`src/rtl/seq_multiplier_pkg.sv`:
```
// ----------------------------------------------------------------------------
// seq_multiplier_pkg
// Shared definitions for the iterative shift-add multiplier:
//   state_t        FSM state encodings (IDLE=0, BUSY=1, DONE=2)
//   cnt_width()    width of the iteration counter for a given multiplier width
// ----------------------------------------------------------------------------
package seq_multiplier_pkg;

   typedef enum logic [1:0] {
      S_IDLE = 2'd0,
      S_BUSY = 2'd1,
      S_DONE = 2'd2
   } state_t;

   // The counter must be able to hold WIDTH_B itself, hence the +1
   function automatic int cnt_width(input int width_b);
      return $clog2(width_b + 1);
   endfunction

endpackage

```
`src/rtl/seq_multiplier_twos_abs.sv`:
```
// ----------------------------------------------------------------------------
// twos_abs
// Converts an operand to magnitude + sign so the multiplier core only ever
// works on unsigned values.
// Ports:
//   value      in   W   operand as presented on the input bus
//   is_signed  in   1   1 = treat value as two's complement
//   magnitude  out  W   |value| as a W-bit unsigned number
//   sign       out  1   1 = value was negative (only possible when is_signed)
// ----------------------------------------------------------------------------
module twos_abs #(
   parameter int W = 5
) (
   input  logic [W-1:0] value,
   input  logic         is_signed,
   output logic [W-1:0] magnitude,
   output logic         sign
);

   // The most negative value negates to itself, which read back as unsigned
   // is exactly its magnitude (e.g. 5'b10000 -> 16), so no extra bit is needed
   always_comb begin
      sign      = is_signed & value[W-1];
      magnitude = sign ? (~value + W'(1)) : value;
   end

endmodule

```
`src/rtl/seq_multiplier.sv`:
```
// ----------------------------------------------------------------------------
// seq_multiplier
// Iterative shift-add multiplier, one multiplier bit per clock, with
// per-transaction signed/unsigned selection and valid/ready on both sides.
// Ports:
//   clk        in   1        rising-edge clock
//   rst_n      in   1        asynchronous active-low reset
//   in_valid   in   1        operands valid
//   in_ready   out  1        block can accept operands (IDLE only)
//   in_signed  in   1        1 = operands are two's complement
//   a          in   WIDTH_A  multiplicand
//   b          in   WIDTH_B  multiplier
//   out_valid  out  1        res holds a finished product
//   out_ready  in   1        downstream accepts res
//   res        out  WIDTH_P  full-width product
// ----------------------------------------------------------------------------
module seq_multiplier
   import seq_multiplier_pkg::*;
#(
   parameter  int WIDTH_A = 5,
   parameter  int WIDTH_B = 5,
   localparam int WIDTH_P = WIDTH_A + WIDTH_B
) (
   input  logic               clk,
   input  logic               rst_n,
   input  logic               in_valid,
   output logic               in_ready,
   input  logic               in_signed,
   input  logic [WIDTH_A-1:0] a,
   input  logic [WIDTH_B-1:0] b,
   output logic               out_valid,
   input  logic               out_ready,
   output logic [WIDTH_P-1:0] res
);

   localparam int CNT_W = cnt_width(WIDTH_B);

   state_t             state;
   logic [WIDTH_A-1:0] ma;
   logic [WIDTH_B-1:0] mb;
   logic [WIDTH_P-1:0] acc;
   logic [CNT_W-1:0]   cnt;
   logic               neg;

   logic [WIDTH_A-1:0] mag_a;
   logic [WIDTH_B-1:0] mag_b;
   logic               sign_a;
   logic               sign_b;
   logic [WIDTH_P-1:0] addend;
   logic [WIDTH_P-1:0] acc_sum;
   logic               last_step;

   twos_abs #(.W(WIDTH_A)) abs_a (
      .value     (a),
      .is_signed (in_signed),
      .magnitude (mag_a),
      .sign      (sign_a)
   );

   twos_abs #(.W(WIDTH_B)) abs_b (
      .value     (b),
      .is_signed (in_signed),
      .magnitude (mag_b),
      .sign      (sign_b)
   );

   // Partial product for this step: the multiplicand weighted by the bit
   // position currently sitting in mb[0]; the final sum is needed on the last
   // edge so the result register can be loaded in the same cycle
   always_comb begin
      addend    = WIDTH_P'(ma) << cnt;
      acc_sum   = mb[0] ? (acc + addend) : acc;
      last_step = (cnt == CNT_W'(WIDTH_B - 1));
   end

   // Control FSM and datapath together. in_ready/out_valid are registered
   // alongside the state so they are glitch-free decodes of it. The sign
   // is applied once at the end; a zero magnitude negates to zero, so a
   // "negative zero" cannot appear.
   always_ff @(posedge clk or negedge rst_n) begin
      if (!rst_n) begin
         state     <= S_IDLE;
         in_ready  <= 1'b1;
         out_valid <= 1'b0;
         res       <= '0;
         ma        <= '0;
         mb        <= '0;
         acc       <= '0;
         cnt       <= '0;
         neg       <= 1'b0;
      end else begin
         case (state)
            S_IDLE: begin
               if (in_valid) begin
                  ma       <= mag_a;
                  mb       <= mag_b;
                  neg      <= sign_a ^ sign_b;
                  acc      <= '0;
                  cnt      <= '0;
                  in_ready <= 1'b0;
                  state    <= S_BUSY;
               end
            end
            S_BUSY: begin
               acc <= acc_sum;
               mb  <= mb >> 1;
               cnt <= cnt + CNT_W'(1);
               if (last_step) begin
                  res       <= neg ? (~acc_sum + WIDTH_P'(1)) : acc_sum;
                  out_valid <= 1'b1;
                  state     <= S_DONE;
               end
            end
            S_DONE: begin
               if (out_ready) begin
                  out_valid <= 1'b0;
                  in_ready  <= 1'b1;
                  state     <= S_IDLE;
               end
            end
            default: begin
               out_valid <= 1'b0;
               in_ready  <= 1'b1;
               state     <= S_IDLE;
            end
         endcase
      end
   end

endmodule
```
`config.mk`:
```
export PLATFORM = sky130hd
export DESIGN_NAME = seq_multiplier
export DESIGN_NICKNAME = d
export VERILOG_FILES = /design/src/rtl/seq_multiplier_pkg.sv /design/src/rtl/seq_multiplier_twos_abs.sv /design/src/rtl/seq_multiplier.sv
export SDC_FILE = /design/constraint.sdc
export NUM_CORES = 1
export LEC_CHECK = 0
export ABC_AREA = 0
export CORE_UTILIZATION = 57
export DETAILED_ROUTE_END_ITERATION = 10
export HOLD_SLACK_MARGIN = 0.1
export PLACE_DENSITY = 0.88
export RECOVER_POWER = 25
export SLEW_MARGIN = 20
export SYNTH_ARGS = -nofsm -noshare
export SYNTH_HDL_FRONTEND = slang
export SYNTH_SLANG_ARGS = --single-unit
export TNS_END_PERCENT = 50
```
`constraint.sdc`:
```
create_clock -name clk -period 3.8 [get_ports clk]
set_clock_uncertainty 0.15 [all_clocks]
set_input_delay 0.38 -clock clk [delete_from_list [all_inputs] [get_ports clk]]
set_output_delay 0.38 -clock clk [all_outputs]
set_load 0.005 [all_outputs]
```
==> insert_results.sql <==
INSERT INTO impl_metrics (metric_group, metric, value, unit) VALUES
('layout', 'mostFrequentLayoutCell', 'nand2_1', ''),
('clock_tree', 'cts-htree-levels', '2', ''),
('sta', 'tightest_slew', '1980', 'ps'),
('placement', 'detailedPlace.worstSlack', '480', 'ps'),
('floorplan', 'fp.dieH', '70.6', 'um'),
('clock_tree', 'ctsLongestPathBuffers', '2', ''),
('routing', 'route.detailed.drc', '2', ''),
('placement', 'dp_hpwl', '4130', 'um'),
('power', 'seqPwrFrac', '27.8', '%'),
('routing', 'drt-total-wl', '5620', 'um'),
('layout', 'antenna_cells', '0', ''),
('min_path', 'timing.hold.worst.class', 'flop to flop', ''),
('routing', 'drt_first_iter_violations', '136', ''),
('floorplan', 'floorplan.initialDensity', '60.3', '%'),
('routing', 'drtPass1Iterations', '7', ''),
('logic_synthesis', 'yosys_register_bits', '38', ''),
('clock_tree', 'clk-insertion-delay-late', '300', 'ps'),
('clock_tree', 'ctsResizeCount', '0', ''),
('run_status', 'run_status', 'complete, but fails checks', ''),
('worst_setup_path', 'start_kind', 'flop', ''),
('power', 'power_leakage', '1.34', 'nW'),
('logic_synthesis', 'synth.net_count', '337', ''),
('logic_synthesis', 'yosysWarningCount', '0', ''),
('sta', 'hold_viol_final', '0', ''),
('logic_synthesis', 'postSynth.asyncResetShare', '100', '%'),
('sta', 'setup-violations-final', '0', ''),
('floorplan', 'fp.dieArea', '4980', 'um2'),
('flow_run', 'number_of_maximum_capacitance_constraint_violations', '1', ''),
('layout', 'fill_cells', '364', ''),
('routing', 'detail_route.wirelength.met1', '2490', 'um'),
('power', 'intPower', '1.56', 'mW'),
('grt', 'grtUsageTotal', '24.7', '%'),
('sta', 'slew_headroom', '-31.7', '%'),
('routing', 'avgRoutedWirePerCell', '14.7', 'um'),
('routing', 'dr.max_layer_used', 'met4', ''),
('logic_synthesis', 'synth-edff-count', '0', ''),
('power', 'cellPowerDensity', '925', 'nW/um2'),
('layout', 'finalInstanceArea', '3070', 'um2'),
('run_status', 'violations', 'design-rule violations, max-capacitance violations, max-slew violations', ''),
('clock_tree', 'cts.sink_count', '38', ''),
('routing', 'drt-vias-per-instance', '5.89', ''),
('routing', 'wl_met3', '165', 'um'),
('power', 'irDropWorstVdd', '0.445', 'mV'),
('clock_tree', 'clock-root-buffer', 'clkbuf_8', ''),
('clock_tree', 'clkSlewWorstSetupHoldPaths', '80', 'ps'),
('grt', 'overflow_after_grt', '0', ''),
('grt', 'grt_pass1_vias', '2141', ''),
('layout', 'finish.net_count', '358', ''),
('worst_setup_path', 'crit_arrival', '3350', 'ps'),
('worst_setup_path', 'critical_path_max_stage_delay', '520', 'ps'),
('power', 'power_frac_clock', '14.6', '%'),
('floorplan', 'num_rows', '24', ''),
('clock_tree', 'post_cts_setup_buffers', '0', ''),
('power', 'p_comb_share', '57.5', '%'),
('worst_setup_path', 'path_max_fanout', '9', ''),
('routing', 'routed-via-count', '2245', ''),
('routing', 'ant_nets', '0', ''),
('sta', 'final.setup.worst_slack', '462', 'ps'),
('floorplan', 'core', '4440', 'um2'),
('routing', 'route.met2.wl', '2810', 'um'),
('layout', 'post_route_cells_drive_above_1_share', '7.60', '%'),
('grt', 'largest_net_degree_at_the_start_of_global_routing', '39', ''),
('clock_tree', 'postCtsHoldBufs', '1', ''),
('logic_synthesis', 'ys_seq_area_share', '35.5', '%'),
('layout', 'final_core_utilization', '69.0', '%'),
('sta', 'timing_max_transition_violations_final', '39', ''),
('layout', 'layout_common_cells', 'nand2_1, dfrtp_1, o21ai_0, clkdlybuf4s50_1, nand3_1', ''),
('placement', 'place.gp.congestion', '0.863', ''),
('power', 'p_sw', '1.28', 'mW'),
('clock_tree', 'number_of_clock_buffers_inserted_by_tritoncts', '5', ''),
('worst_setup_path', 'crit_chain', 'mux2_2, o21ai_0, o22ai_1, ha_1, a21oi_1, o21ai_1, a31oi_1, o211ai_1, o41ai_2, xnor2_1, o21ai_1', '');
[final timing paths]
kind                         from  slack, ps  endpoint  depth (start not counted)
setup / recovery           cnt[0]        460    res[8]                         11
hold / removal             res[2]        330    res[2]                          2
setup reg to reg           cnt[0]        460    res[8]                         11
hold reg to reg            res[2]        330    res[2]                          2
max in group asynchronous   rst_n       1340    res[8]                          2
min in group asynchronous   rst_n       1020    acc[2]                          2
[critical path, delay by kind of cell (launching register included)]
family	cells	cell delay, ps
xor gates and xnor gates	1	150
muxes	1	390
DFF	1	520
adders and majority gates	1	370
AOI/OAI and AO/OA	8	1610
[state kept, by name, indices dropped and copies added (netlist names)]
name       flops
acc           10
ma             5
in_ready       1
cnt            3
neg            1
state          2
out_valid      1
mb             5
res           10
[synthesized netlist by cell type, types with 4 or more instances]
cell type / number / area share, %
xor2_1: 6 / 2.0
o211ai_1: 4 / 1.1
dfrtp_1: 37 / 35
mux2i_1: 9 / 3.4
clkbuf_1: 8 / 1.1
o21ai_0: 35 / 6.5
nand3_1: 19 / 3.5
nand2b_1: 6 / 1.4
inv_1: 12 / 1.7
a22oi_1: 4 / 1.1
nor3_1: 5 / 0.93
nor2_1: 16 / 2.2
nand2_1: 47 / 6.6
ha_1: 14 / 6.5
a21oi_1: 9 / 1.7
o21ai_1: 6 / 1.1
xnor2_1: 10 / 3.3
[cell families (layout without fill, tap and decap cells)]
logic type	Yosys count	after routing	share of synthesized area [%]
buffers and inverters	26	48	5.04
AND/OR/NAND/NOR	114	114	21.4
XOR/XNOR	16	16	5.23
adder cells (fa/ha/maj)	15	15	7.28
AO/OA/AOI/OAI	86	86	21.0
multiplexers	12	12	4.62
flip-flops	38	38	35.5
[per-stage QoR]
step / instances / total power, mW / hold slack (ps)
after floorplan: 307 / 2.03 / -65.6
after global placement: 372 / 2.35 / 313
after detailed placement: 372 / 2.41 / 320
after CTS: 381 / 2.84 / 338
after global routing: 381 / 3.07 / 367
final: 381 / 2.84 / 333
[metal layers]
metal / track usage [%] / vias up
li1: - / 1141
met1: 30.0 / 1049
met2: 43.5 / 42
met3: 4.42 / 13
met4: 10.7 / 0
met5: 0 / -
[area by class of cell]
cell class / instances / area [um2] / share of cell area, %
multi-input cells: 243 / 1590 / 52.0
flip-flops and latches: 38 / 952 / 31.1
repair buffers: 28 / 272 / 8.86
clock buffers: 5 / 68.8 / 2.24
clock inverters: 3 / 68.8 / 2.24
well taps: 52 / 65.1 / 2.12
inverters: 12 / 45.0 / 1.47
[power groups by stage]
stage	logic, mW	registers, mW	clock network, mW
CTS	1.64	0.785	0.420
global placement	1.57	0.779	0
floorplan	1.33	0.698	0
finish	1.63	0.789	0.416
detailed placement	1.62	0.791	0
global route	1.82	0.817	0.432
No activity file was read; power rests on OpenSTA's default activity.
